File: src/rtl/d_cache_plru_tree_pkg.sv
// Shared definitions for the tree-PLRU replacement block: default geometry,
// derived widths and the flush FSM state encoding.
package cache_def;
    localparam int PLRU_WAYS  = 8;
    localparam int PLRU_SETS  = 16;
    localparam int PLRU_WAY_W = $clog2(PLRU_WAYS);
    localparam int PLRU_SET_W = $clog2(PLRU_SETS);
    localparam int PLRU_NODES = PLRU_WAYS - 1;

    typedef enum logic [0:0] {
        PLRU_IDLE  = 1'b0,
        PLRU_FLUSH = 1'b1
    } plru_state_e;
endpackage

File: src/rtl/d_cache_plru_tree_if.sv
// Touch / query / flush bundle of the PLRU tree plus its victim response.
interface d_cache_plru_tree_if #(
    parameter int WAYS = cache_def::PLRU_WAYS,
    parameter int SETS = cache_def::PLRU_SETS
) ();
    import cache_def::*;

    localparam int WW = $clog2(WAYS);
    localparam int SW = $clog2(SETS);

    // Handshake: touch/query/flush are valid-only; each is taken in the cycle it
    // is high provided busy_o=0, otherwise dropped. No back-pressure exists.
    logic            touch_valid_i;
    logic [SW-1:0]   touch_set_i;
    logic [WW-1:0]   touch_way_i;
    logic            query_valid_i;
    logic [SW-1:0]   query_set_i;
    logic [WAYS-1:0] inv_mask_i;
    logic            flush_i;
    logic            busy_o;
    logic            victim_valid_o;
    logic [WW-1:0]   victim_way_o;
    plru_state_e     dbg_state_o;

    modport slave (
        input  touch_valid_i, touch_set_i, touch_way_i,
        input  query_valid_i, query_set_i, inv_mask_i, flush_i,
        output busy_o, victim_valid_o, victim_way_o, dbg_state_o
    );

    modport master (
        output touch_valid_i, touch_set_i, touch_way_i,
        output query_valid_i, query_set_i, inv_mask_i, flush_i,
        input  busy_o, victim_valid_o, victim_way_o, dbg_state_o
    );
endinterface

File: src/rtl/d_cache_plru_tree_walk.sv
// Combinational tree walk: follows the inverse of each stored bit from the root
// down, producing the pseudo-least-recently-used way.
module d_cache_plru_walk #(
    parameter int WAYS = 8
) (
    input  logic [WAYS-2:0]         i_tree,
    output logic [$clog2(WAYS)-1:0] o_way
);
    localparam int WW = $clog2(WAYS);

    int   w_node;
    logic w_bit;

    always_comb begin
        o_way  = '0;
        w_node = 0;
        w_bit  = 1'b0;
        for (int l = 0; l < WW; l++) begin
            w_bit = 1'b0;
            // Constant-index mux keeps the heap lookup free of variable bit selects.
            for (int n = 0; n < WAYS - 1; n++) begin
                if (n == w_node) w_bit = i_tree[n];
            end
            o_way[WW-1-l] = ~w_bit;
            w_node        = 2 * w_node + (w_bit ? 1 : 2);
        end
    end
endmodule

File: src/rtl/d_cache_plru_tree.sv
// Tree-PLRU state for a set-associative cache: per-set heap of direction bits,
// registered victim selection with same-cycle touch forwarding, and a flush sweep.
module d_cache_plru_tree
    import cache_def::*;
#(
    parameter int WAYS = PLRU_WAYS,
    parameter int SETS = PLRU_SETS
) (
    input  logic                clk_i,
    input  logic                rst_ni,
    d_cache_plru_tree_if.slave  bus
);
    localparam int WW    = $clog2(WAYS);
    localparam int SW    = $clog2(SETS);
    localparam int NODES = WAYS - 1;

    localparam logic [0:0] S_IDLE  = PLRU_IDLE;
    localparam logic [0:0] S_FLUSH = PLRU_FLUSH;

    logic [0:0]       r_state;
    logic [SW-1:0]    r_cnt;
    logic [NODES-1:0] r_tree [SETS];
    logic             r_vvalid;
    logic [WW-1:0]    r_vway;

    logic             w_busy;
    logic             w_touch;
    logic             w_query;
    logic             w_flush_start;
    logic             w_same_set;
    logic [NODES-1:0] w_touch_row;
    logic [NODES-1:0] w_query_row;
    logic [WW-1:0]    w_walk_way;
    logic [WW-1:0]    w_victim;

    assign w_busy        = (r_state == S_FLUSH);
    assign w_touch       = bus.touch_valid_i & ~w_busy;
    assign w_query       = bus.query_valid_i & ~w_busy;
    assign w_flush_start = bus.flush_i & ~w_busy;

    // Every node on the accessed way's path takes that level's way-address bit.
    always_comb begin
        w_touch_row = r_tree[bus.touch_set_i];
        for (int l = 0; l < WW; l++) begin
            for (int p = 0; p < (1 << l); p++) begin
                if ((32'(bus.touch_way_i) >> (WW - l)) == p)
                    w_touch_row[(1 << l) - 1 + p] = bus.touch_way_i[WW-1-l];
            end
        end
    end

    assign w_same_set  = w_touch && (bus.touch_set_i == bus.query_set_i);
    assign w_query_row = w_same_set ? w_touch_row : r_tree[bus.query_set_i];

    d_cache_plru_walk #(.WAYS(WAYS)) u_walk (
        .i_tree (w_query_row),
        .o_way  (w_walk_way)
    );

    // An empty way always wins over the tree choice; the lowest index is taken.
    always_comb begin
        w_victim = w_walk_way;
        for (int i = WAYS - 1; i >= 0; i--) begin
            if (bus.inv_mask_i[i]) w_victim = WW'(i);
        end
    end

    always_ff @(posedge clk_i or negedge rst_ni) begin
        if (!rst_ni) begin
            r_state  <= S_IDLE;
            r_cnt    <= '0;
            r_vvalid <= 1'b0;
            r_vway   <= '0;
            for (int s = 0; s < SETS; s++) r_tree[s] <= '0;
        end else begin
            r_vvalid <= w_query;
            if (w_query) r_vway <= w_victim;
            case (r_state)
                S_IDLE: begin
                    if (w_touch) r_tree[bus.touch_set_i] <= w_touch_row;
                    if (w_flush_start) begin
                        r_state <= S_FLUSH;
                        r_cnt   <= '0;
                    end
                end
                S_FLUSH: begin
                    r_tree[r_cnt] <= '0;
                    if (r_cnt == SW'(SETS - 1)) begin
                        r_state <= S_IDLE;
                        r_cnt   <= '0;
                    end else begin
                        r_cnt <= r_cnt + 1'b1;
                    end
                end
                default: r_state <= S_IDLE;
            endcase
        end
    end

    assign bus.busy_o         = w_busy;
    assign bus.victim_valid_o = r_vvalid;
    assign bus.victim_way_o   = r_vway;
    assign bus.dbg_state_o    = plru_state_e'(r_state);
endmodule

File: src/flat_wrapper.sv
// flat-port wrapper written by rule: the top's interface ports become plain ports
module d_cache_plru_tree_flat import cache_def::*;
#(
    parameter int WAYS = PLRU_WAYS,
    parameter int SETS = PLRU_SETS
)
  (clk_i, rst_ni, bus_touch_valid_i, bus_touch_set_i, bus_touch_way_i, bus_query_valid_i, bus_query_set_i, bus_inv_mask_i, bus_flush_i, bus_busy_o, bus_victim_valid_o, bus_victim_way_o, bus_dbg_state_o);
  d_cache_plru_tree_if #(.WAYS(WAYS), .SETS(SETS)) bus_i ();
  input  logic clk_i;
  input  logic rst_ni;
  input wire logic [$bits(bus_i.touch_valid_i)-1:0] bus_touch_valid_i;
  input wire logic [$bits(bus_i.touch_set_i)-1:0] bus_touch_set_i;
  input wire logic [$bits(bus_i.touch_way_i)-1:0] bus_touch_way_i;
  input wire logic [$bits(bus_i.query_valid_i)-1:0] bus_query_valid_i;
  input wire logic [$bits(bus_i.query_set_i)-1:0] bus_query_set_i;
  input wire logic [$bits(bus_i.inv_mask_i)-1:0] bus_inv_mask_i;
  input wire logic [$bits(bus_i.flush_i)-1:0] bus_flush_i;
  output wire logic [$bits(bus_i.busy_o)-1:0] bus_busy_o;
  output wire logic [$bits(bus_i.victim_valid_o)-1:0] bus_victim_valid_o;
  output wire logic [$bits(bus_i.victim_way_o)-1:0] bus_victim_way_o;
  output wire logic [$bits(bus_i.dbg_state_o)-1:0] bus_dbg_state_o;
  assign bus_i.touch_valid_i = bus_touch_valid_i;
  assign bus_i.touch_set_i = bus_touch_set_i;
  assign bus_i.touch_way_i = bus_touch_way_i;
  assign bus_i.query_valid_i = bus_query_valid_i;
  assign bus_i.query_set_i = bus_query_set_i;
  assign bus_i.inv_mask_i = bus_inv_mask_i;
  assign bus_i.flush_i = bus_flush_i;
  assign bus_busy_o = bus_i.busy_o;
  assign bus_victim_valid_o = bus_i.victim_valid_o;
  assign bus_victim_way_o = bus_i.victim_way_o;
  assign bus_dbg_state_o = bus_i.dbg_state_o;
  d_cache_plru_tree #(.WAYS(WAYS), .SETS(SETS)) u_core (.clk_i(clk_i), .rst_ni(rst_ni), .bus(bus_i));
endmodule
File: config.mk
export PLATFORM = sky130hd
export DESIGN_NAME = d_cache_plru_tree_flat
export DESIGN_NICKNAME = d
export VERILOG_FILES = /design/src/rtl/d_cache_plru_tree_pkg.sv /design/src/rtl/d_cache_plru_tree_if.sv /design/src/rtl/d_cache_plru_tree_walk.sv /design/src/rtl/d_cache_plru_tree.sv /design/src/flat_wrapper.sv
export SDC_FILE = /design/constraint.sdc
export NUM_CORES = 1
export LEC_CHECK = 0
export ABC_AREA = 0
export CAP_MARGIN = 0
export CORE_ASPECT_RATIO = 0.5
export CORE_MARGIN = 3
export CORE_UTILIZATION = 62
export CTS_CLUSTER_SIZE = 24
export DETAILED_ROUTE_END_ITERATION = 16
export DONT_BUFFER_PORTS = 1
export PLACE_DENSITY_LB_ADDON = 0.25
export SLEW_MARGIN = 20
export SYNTH_ARGS = -nofsm -noshare
export SYNTH_HDL_FRONTEND = slang
export SYNTH_SLANG_ARGS = --single-unit
File: constraint.sdc
create_clock -name clk_i -period 2.92 [get_ports clk_i]
set_input_delay 0.584 -clock clk_i [delete_from_list [all_inputs] [get_ports clk_i]]
set_output_delay 0.584 -clock clk_i [all_outputs]
set_load 0.005 [all_outputs]
* Word level (Yosys, flattened, before mapping) *
Cells that the tools add are included.

word-level totals
  register bits after elaboration = 121
  output and inout bits = 6
  word-level logic and storage cells = 115

cells by class
  add/sub/neg operators = 2
  magnitude comparators = 5
  eq/ne operators = 19
  mux-type cells = 50
  bitwise operators = 12
  reduce and logical (&&, ||, !) cells = 7

operators with widths
  kind                 count
  $pmux 112 s2         1
  $logic_not 32->1     4
  $and 112x112->112    1
  $bwmux 112           1
  $mux 112             1
  $not 112->112        1
  $bmux 7 s4           2
  $demux 7 s4          2
  $mux 7               7
  $mux 3               8
  $mux 1               22
  $ge 5x5->1 const B   3
  $not 4->5            3
  $eq 3x4->1 const A   3
  $lt 5x1->1 const B   2
  $eq 3x2->1 const A   3
  $eq 2x4->1 const A   2
  $mux 4               2
  $pmux 4 s2           1
  $add 3x2->4          1
  $add 4x1->4 const B  1
  $eq 1x4->1 const A   1
  $eq 2x2->1 const A   2
  $eq 2x2->1 const B   2
  other kinds (10)     19

* Logic depth before layout (Yosys ltp) *
Gate-level depths: netlist of run 1.

  depth after elaboration = 34
  mapped depth = 10
  depth with buffers taken out = 7

* Hierarchy *
Synthesis of run 1 repeated with hierarchy kept, for this count alone.

unflattened totals
  cells, all modules = 564
  area total of the unflattened synthesis = 6830.3 sq um

modules (own cells, without submodules)
  module             times used  cells an instance  area an instance (sq um)  seq. area each (sq um)
  d_cache_plru_tree  1           559                6781.5                    3027.9
  d_cache_plru_walk  1           5                  48.8                      0.0

* Worst setup path before layout of run 1 *
OpenSTA, ideal clock, no wires.

  path type = input to register
  from = input bus_query_set_i[0]
  to = register u_core.r_vway[0] (netlist: u_core.bus.victim_way_o[0])
  arrival time = 2.429 ns
  slack = 0.392 ns
  stages on the path = 9
  path through = buf_4 -> buf_4 -> buf_2 -> mux4_2 -> and2_1 -> a222oi_1 -> and4_1 -> a311oi_1 -> a311oi_1

on the way
  word-level cells in the longest chain between the ends = 33
  elaborated cells between the ends (all ways) = 47
  those cells by class = add/sub: 1; eq/ne: 13; mux: 28; bitwise: 2; reduce/logical: 3

RTL lines
  what                                        line                          source
  start: declaration                          flat_wrapper.sv:15            input wire logic [$bits(bus_i.query_set_i)-1:0] bus_query_set_i;
  $not 4->5 (not written as such)             d_cache_plru_tree.sv:53       assign w_query_row = w_same_set ? w_touch_row : r_tree[bus.query_set_i];
  $bmux 7 s4                                  d_cache_plru_tree.sv:53
  $mux 7 (not written as such) (2 in series)  d_cache_plru_tree.sv:53
  $mux 7 (*)                                  d_cache_plru_tree.sv:53
  $mux 2                                      d_cache_plru_tree_walk.sv:25  w_node = 2 * w_node + (w_bit ? 1 : 2);
  $logic_not 32->1                            d_cache_plru_tree_walk.sv:22  if (n == w_node) w_bit = i_tree[n];
  $mux 1 (7 in series)                        d_cache_plru_tree_walk.sv:22
  $mux 2                                      d_cache_plru_tree_walk.sv:25
  $add 3x2->4                                 d_cache_plru_tree_walk.sv:25
  $logic_not 32->1                            d_cache_plru_tree_walk.sv:22
  $mux 1 (6 in series)                        d_cache_plru_tree_walk.sv:22
  $mux 1 (*)                                  d_cache_plru_tree_walk.sv:22
  $not 1->1 (*)                               d_cache_plru_tree_walk.sv:24  o_way[WW-1-l] = ~w_bit;
  $mux 3 (*) (8 in series)                    d_cache_plru_tree.sv:64       if (bus.inv_mask_i[i]) w_victim = WW'(i);
  end signal: assignment                      d_cache_plru_tree.sv:77       if (w_query) r_vway <= w_victim;
  end: declaration                            d_cache_plru_tree.sv:24       logic [WW-1:0] r_vway;

Mark *: on every way between the ends. The rest lies on a longest branch, timed or not. The select of a mux whose other input is x is not followed.
A chain may end at the register's enable or synchronous reset.

* Worst setup path after layout of run 1 *
  from = register u_core.r_state (netlist: u_core.bus.busy_o)
  to = register u_core.r_tree[77] (netlist name)

on the way
  word-level cells in the longest chain between the ends = 3
  elaborated cells between the ends (all ways) = 4
  those cells by class = eq/ne: 1; mux: 1; bitwise: 2

RTL lines
  what                            line                                              source
  start: declaration              d_cache_plru_tree.sv:20                           logic [0:0] r_state;
  start signal: assignment        d_cache_plru_tree.sv:70                           r_state <= S_IDLE;
  start signal: assignment        d_cache_plru_tree.sv:82                           r_state <= S_FLUSH;
  start signal: assignment        d_cache_plru_tree.sv:89                           r_state <= S_IDLE;
  $not 1->1                       d_cache_plru_tree.sv:37, d_cache_plru_tree.sv:78
  $and 1x1->1                     d_cache_plru_tree.sv:37                           assign w_touch = bus.touch_valid_i & ~w_busy;
  $ne 2x1->1 (no source line)     -
  end signal: indexed assignment  d_cache_plru_tree.sv:80                           if (w_touch) r_tree[bus.touch_set_i] <= w_touch_row;
  end: declaration                d_cache_plru_tree.sv:22                           logic [NODES-1:0] r_tree [SETS];

Several ways; a longest one is shown, not always the timed one.

==> results of run 1 <==
registers in the layout (all words and copies together) (netlist names):
name / cells
u_core.bus.busy_o: 1
u_core.r_cnt: 4
u_core.bus.victim_way_o: 3
u_core.bus.victim_valid_o: 1
u_core.r_tree: 112
cell families (layout without fill, tap and decap cells):
family / Yosys count / count (layout)
buf+inv: 46 / 54
simple gates: 191 / 191
xor+xnor: 5 / 5
fa+ha+maj: 4 / 4
mux: 71 / 71
flops: 121 / 121
compound gates: 172 / 172
final timing paths:
kind / from / endpoint / slack, ns
setup reg to reg: u_core.bus.busy_o / u_core.r_tree[77] / 0.49
hold reg to reg: u_core.r_tree[7] / u_core.r_tree[7] / 0.49
hold / removal: rst_ni / u_core.r_cnt[1] / -0.15
min in group clk_i: bus_flush_i / u_core.r_cnt[1] / 0.24
max in group asynchronous: rst_ni / u_core.r_tree[51] / 2.89
setup / recovery: u_core.bus.busy_o / u_core.r_tree[77] / 0.49
cells in the final DEF (no fill, tap or decap), drive strengths merged, types with 2 or more instances in the layout:
cell	count
a311oi	3
nand3	11
a21oi	23
inv	14
ha	4
o21ai	72
a221oi	2
nor3b	2
xor2	4
a31oi	3
mux2i	17
dfrtp	121
nor2b	11
o41ai	2
and3	7
a22o	45
mux4	50
clkbuf	18
a22oi	3
a21o	2
and2	8
mux2	4
clkinv	4
clkinvlp	3
nand2	101
nand2b	6
nor3	8
buf	14
a211oi	6
o31ai	4
nor2	30
final cells by class:
cell class	instances	area, um^2
multi-input cells	443	3510
flip-flops and latches	121	3030
fillers	702	3020
clock buffers	18	439
well taps	140	175
clock inverters	14	136
repair buffers	14	105
inverters	8	30.0
power groups by stage:
stage	registers (mW)	logic [mW]	clock network [mW]
after floorplan	2.00	0.738	0
after global placement	2.06	0.943	0
after detailed placement	2.07	0.966	0
after CTS	2.04	0.979	2.06
after global routing	2.07	1.08	2.14
final	2.05	1.01	2.06
stage by stage:
step	instance area (um^2)	total power, mW	cells	hold WS [ns]
2_1_floorplan	6800	2.74	610	0.288
3_3_place_gp	6850	3.01	726	0.293
3_5_place_dp	6850	3.03	726	0.293
4_1_cts	7430	5.08	758	-0.150
5_1_grt	7430	5.29	758	-0.158
6_report	7430	5.13	758	-0.147
synth_stat cells (2+ instances only):
| library cell | instances |
|---|---|
| mux4_2 | 39 |
| and2_1 | 8 |
| clkbuf_1 | 9 |
| a211oi_2 | 2 |
| o41ai_1 | 2 |
| a22o_1 | 45 |
| nor3_1 | 7 |
| a21o_1 | 2 |
| nand2_1 | 101 |
| nand2b_1 | 6 |
| dfrtp_1 | 121 |
| nor2b_1 | 11 |
| a221oi_1 | 2 |
| a31oi_1 | 2 |
| mux4_1 | 11 |
| buf_12 | 2 |
| nand3_1 | 11 |
| mux2_2 | 4 |
| o21ai_0 | 71 |
| inv_1 | 8 |
| o31ai_1 | 3 |
| a22oi_1 | 3 |
| and3_1 | 6 |
| ha_1 | 4 |
| a211oi_1 | 4 |
| mux2i_1 | 17 |
| a311oi_1 | 3 |
| nor3b_1 | 2 |
| buf_4 | 6 |
| xor2_1 | 3 |
| buf_1 | 8 |
| a21oi_1 | 22 |
| buf_2 | 10 |
| nor2_1 | 29 |
routing by layer:
metal | up-vias | routed length (um) | part of all wire
met5 | - | 0 | 0
met4 | 0 | 599 | 0.030
met3 | 78 | 2930 | 0.14
met2 | 440 | 8660 | 0.43
met1 | 2754 | 8050 | 0.40
li1 | 2289 | - | -
critical path: cells and delay by family, from the launching register on:
| kind | cells | cell delay [ns] |
|---|---|---|
| buffers and inverters | 1 | 0.29 |
| and+or+nand+nor | 1 | 0.54 |
| AOI/OAI and AO/OA | 2 | 0.81 |
| DFF | 1 | 0.67 |
repair_timing:
action | in CTS | in global routing
setup endpoints to repair | 0 | 0
endpoints found under the hold margin | 121 | 121
setup buffers | 0 | 0
==> impl_metrics.tcl, run 1 <==
set metrics [dict create \
    status "complete, but fails checks" \
    violations "hold timing" \
    p_seq_frac 0.400 \
    drive_gt1_frac 0.159 \
    ff2ff_path_depth 4 \
    synthesis.area_mm2 0.00680 \
    post-route-util 0.711 \
    ant_nets 0 \
    p_leak_nw 3.19 \
    synth_area_leaders "dfrtp_1 (45%), mux4_2 (13%), a22o_1 (5.8%)" \
    internal_power_mw 3.48 \
    grtUsageMet1 0.474 \
    synth_fa_ha_area_frac 0.00736 \
    synth_top_area_share 0.445 \
    synthMuxAreaShare 0.203 \
    worstHoldPathType "in2async" \
    slew_headroom 0.261 \
    switchingPower_mw 1.65 \
    yosys.area.top_type "dfrtp_1" \
    synthesis.nets 638 \
    fin_crit_sh 0.831 \
    peakVddDrop_mv 0.353 \
    slew_viol_final 0 \
    ys.flop_type "dfrtp_1" \
    gp_congestion 0.949 \
    crit_chain "buf_4, nor3b_1, a21oi_1, a22o_1" \
    clockBufferDepth 2 \
    cts_made_buffers 17 \
    fin_crit_ns 2.43 \
    grtUsageMet3 0.138 \
    setup_viol 0 \
    rsz0062_at_grt "false" \
    synth_xor_area_frac 0.00754 \
    drtIter0Drc 796 \
    fin_ws_ns 0.493 \
    cp.arrival_ns 2.73 \
    die-area_mm2 0.0123 \
    start_kind "register" \
    vias 5561 \
    route.detailed.drc 0 \
    antenna_cells 0 \
    worst_pin_slew_ns 1.11 \
    ctsResizeCount 0 \
    max_freq_mhz 412 \
    crit_required_ns 3.23 \
    ys_seq_area_frac 0.445 \
    synth.distinct_cells 60 \
    initial_core_util 0.651 \
    fp.dieW_um 154 \
    clk_latency_ns 0.42 \
    rows 26 \
    cts_tree "done" \
    antenna_found_initial 0 \
    maxCapViolCount 0 \
    layout.nets 633 \
    busiest_layer "met2" \
    dp_hpwl_um 13600 \
    critical_path_class "reg2reg" \
    critPathCaptureType "register" \
    grt_use_met2 0.489 \
    hold_viol 121 \
    pin_count 30 \
    io_buffers 0 \
    track_usage 0.343 \
    cp_slowest_cell "dfrtp_1" \
    cts.clk_slew.worst_paths_ns 0.06 \
    cellPowerDensity_mw_per_mm2 690 \
    core_area_mm2 0.0104 \
    routedWlPerCell_um 26.7 \
    pwr-share-comb 0.198 \
    die_h_um 80.1 \
    fin_worst_skew_ns 0.00606 \
    root_buffer "clkbuf_16" \
    firstDrtPassIters 5 \
    p_clk_frac 0.402 \
    yosys_warnings 0 \
    cts.sinks 121 \
    synth_top_family_by_area "multiplexers" \
    htree_levels 4 \
    grt_pass1_vias 5463 \
    grt_overflow_total 0 \
    yosys.area_share.simple 0.128 \
    avgSynthCellArea_um2 11.2 \
    max_stage_delay_ns 0.67 \
    area_delta_synth_final_pct 9.20 \
    whs_ns -0.147 \
    synth_cells 610 \
    dp_slack_ns 0.441 \
    async_reset_ff_frac 1.00 \
    synth-compound-area-share 0.171 \
    cp_max_fo 15 \
    fin_tns_setup_ns 0 \
    grt_pass1_wl_um 31200 \
    drt-total-wl_um 20200 \
    via_per_inst 7.34 \
    p_sw_frac 0.322 \
    grt_start_max_net_pins 122 \
    synth_seq_cells 121 \
    synth_edf_count 0 \
]
Note: power is estimated with default switching activity, not from simulation.
==> run 2, diff against run 1 <==
clock period = 2.3 ns   (was 2.92 ns; I/O delays follow)
==> run 2 against run 1 <==
Against the previous run: the run still ends with hold timing left; die area is the same; register-to-register slack lost 0.44 ns; clock power is 30% higher; core utilization is 0.66 points higher; via count rose by 1.4%; critical path type unchanged; critical endpoint is now u_core.bus.victim_way_o[0]; highest routed layer unchanged.
==> impl_metrics.tcl, run 2 (synthesis gave the netlist of run 1 again) <==
set metrics [dict create \
    status "complete, but fails checks" \
    violations "hold timing" \
    routedWlPerCell_um 27.3 \
    vias 5637 \
    drt-total-wl_um 20800 \
    power.total_mw 6.63 \
    pin_count 30 \
    area_delta_synth_final_pct 10.2 \
    layout.nets 636 \
    setup_viol 0 \
    core_area_mm2 0.0104 \
    layout_commonest_cell "dfrtp_1" \
    antenna_cells 0 \
    fin_ws_ns 0.0549 \
    rows 26 \
    dp.cells 729 \
    slew_viol_final 0 \
    track_usage 0.356 \
    clockBufferDepth 2 \
    crit_chain "mux4_2, mux2_2, a311oi_2, a222oi_1, and4_1, a311oi_2, a311oi_1" \
    cellPowerDensity_mw_per_mm2 884 \
    critPathMostFrequentCell "a311oi_2" \
    io_buffers 0 \
    htree_levels 4 \
    slew_headroom 0.326 \
    ant_nets 0 \
    cts.sinks 121 \
    grt_overflow_total 0 \
    critPathCaptureType "register" \
    drtIter0Drc 853 \
    fp.dieW_um 154 \
    fin_area_mm2 0.00750 \
    top_register "u_core.r_tree" \
    fin_crit_ns 2.25 \
    grt_pass1_wl_um 32400 \
    worst_pin_slew_ns 1.01 \
    worstHoldPathType "in2async" \
    whs_ns -0.272 \
    maxCapViolCount 0 \
    cp_slowest_cell "mux4_2" \
    start_kind "register" \
    via_per_inst 7.41 \
    critical_path_class "reg2reg" \
    final_cells 761 \
    fin_worst_skew_ns 0.00953 \
    dp_slack_ns 0.0223 \
    firstDrtPassIters 7 \
    fin_tns_setup_ns 0 \
    hold_viol 121 \
    cts.clk_slew.worst_paths_ns 0.06 \
    initial_core_util 0.651 \
    grt_start_max_net_pins 122 \
    root_buffer "clkbuf_16" \
    grt_pass1_vias 5581 \
    max_freq_mhz 445 \
    max_stage_delay_ns 0.48 \
    drive_gt1_frac 0.174 \
    antenna_found_initial 0 \
    fill_cells 693 \
    peakVddDrop_mv 0.722 \
    regArea_mm2 0.00303 \
    cp_max_fo 3 \
    route.detailed.drc 0 \
    p_leak_nw 3.21 \
    dp_hpwl_um 13900 \
    placement.cell_area_mm2 0.00688 \
    cp.arrival_ns 2.52 \
    cts_made_buffers 17 \
    final_cell_mix "dfrtp_1 (121), nand2_1 (101), o21ai_0 (71), a22o_1 (45), mux4_2 (39)" \
    die-area_mm2 0.0123 \
    cts_tree "done" \
    multiInputGateArea_mm2 0.00355 \
    crit_required_ns 2.57 \
    fin_crit_sh 0.976 \
    clk_latency_ns 0.42 \
    die_h_um 80.1 \
    gp_congestion 0.917 \
    largest_reg_flops 112 \
]
[run 2: final timing paths]
path | start | to | slack (ns) | depth (start not counted)
max | u_core.r_tree[44] | u_core.bus.victim_way_o[0] | 0.05 | 7
min | rst_ni | u_core.r_tree[108] | -0.27 | 0
max in group asynchronous | rst_ni | u_core.r_tree[46] | 2.40 | 0
max reg2reg | u_core.r_tree[44] | u_core.bus.victim_way_o[0] | 0.05 | 7
min in group clk_i | bus_flush_i | u_core.r_cnt[2] | 0.11 | 1
min reg2reg | u_core.r_tree[21] | u_core.r_tree[21] | 0.49 | 2
[run 2: stage by stage]
stage,hold WS (ns),utilization
after floorplan,0.164,-
after global placement,0.168,0.659
after detailed placement,0.169,0.659
after CTS,-0.276,0.715
after global routing,-0.281,0.718
final,-0.272,0.718
[run 2: power breakdown]
group	switching, mW	internal [mW]	total, mW
combinational	0.803	0.545	1.35
clock	1.05	1.62	2.68
sequential	0.230	2.37	2.60
[run 2: layout make-up]
type	instances	share of cell area
well taps	140	0.0234
multi-input cells	443	0.473
clock buffers	18	0.0586
flip-flops and latches	121	0.404
inverters	8	0.00401
clock inverters	14	0.0200
repair buffers	17	0.0170
[run 2: critical path: cells and delay by family (launching register included)]
kind            cells  cell delay (ns)
compound gates      4             0.73
flops               1             0.40
mux                 2             0.78
simple gates        1             0.19
[run 2: per-layer routing]
layer	up-vias	wire length, um	track usage
li1	2288	-	-
met1	2786	8220	0.488
met2	470	8740	0.511
met3	93	3100	0.145
met4	0	696	0.138
met5	-	0	0
[run 2: timing repair]
action	4_1_cts	5_1_grt
endpoints found under the hold margin	121	121
endpoints found under the setup margin	0	5
resized for setup	0	6
buffers inserted	0	0
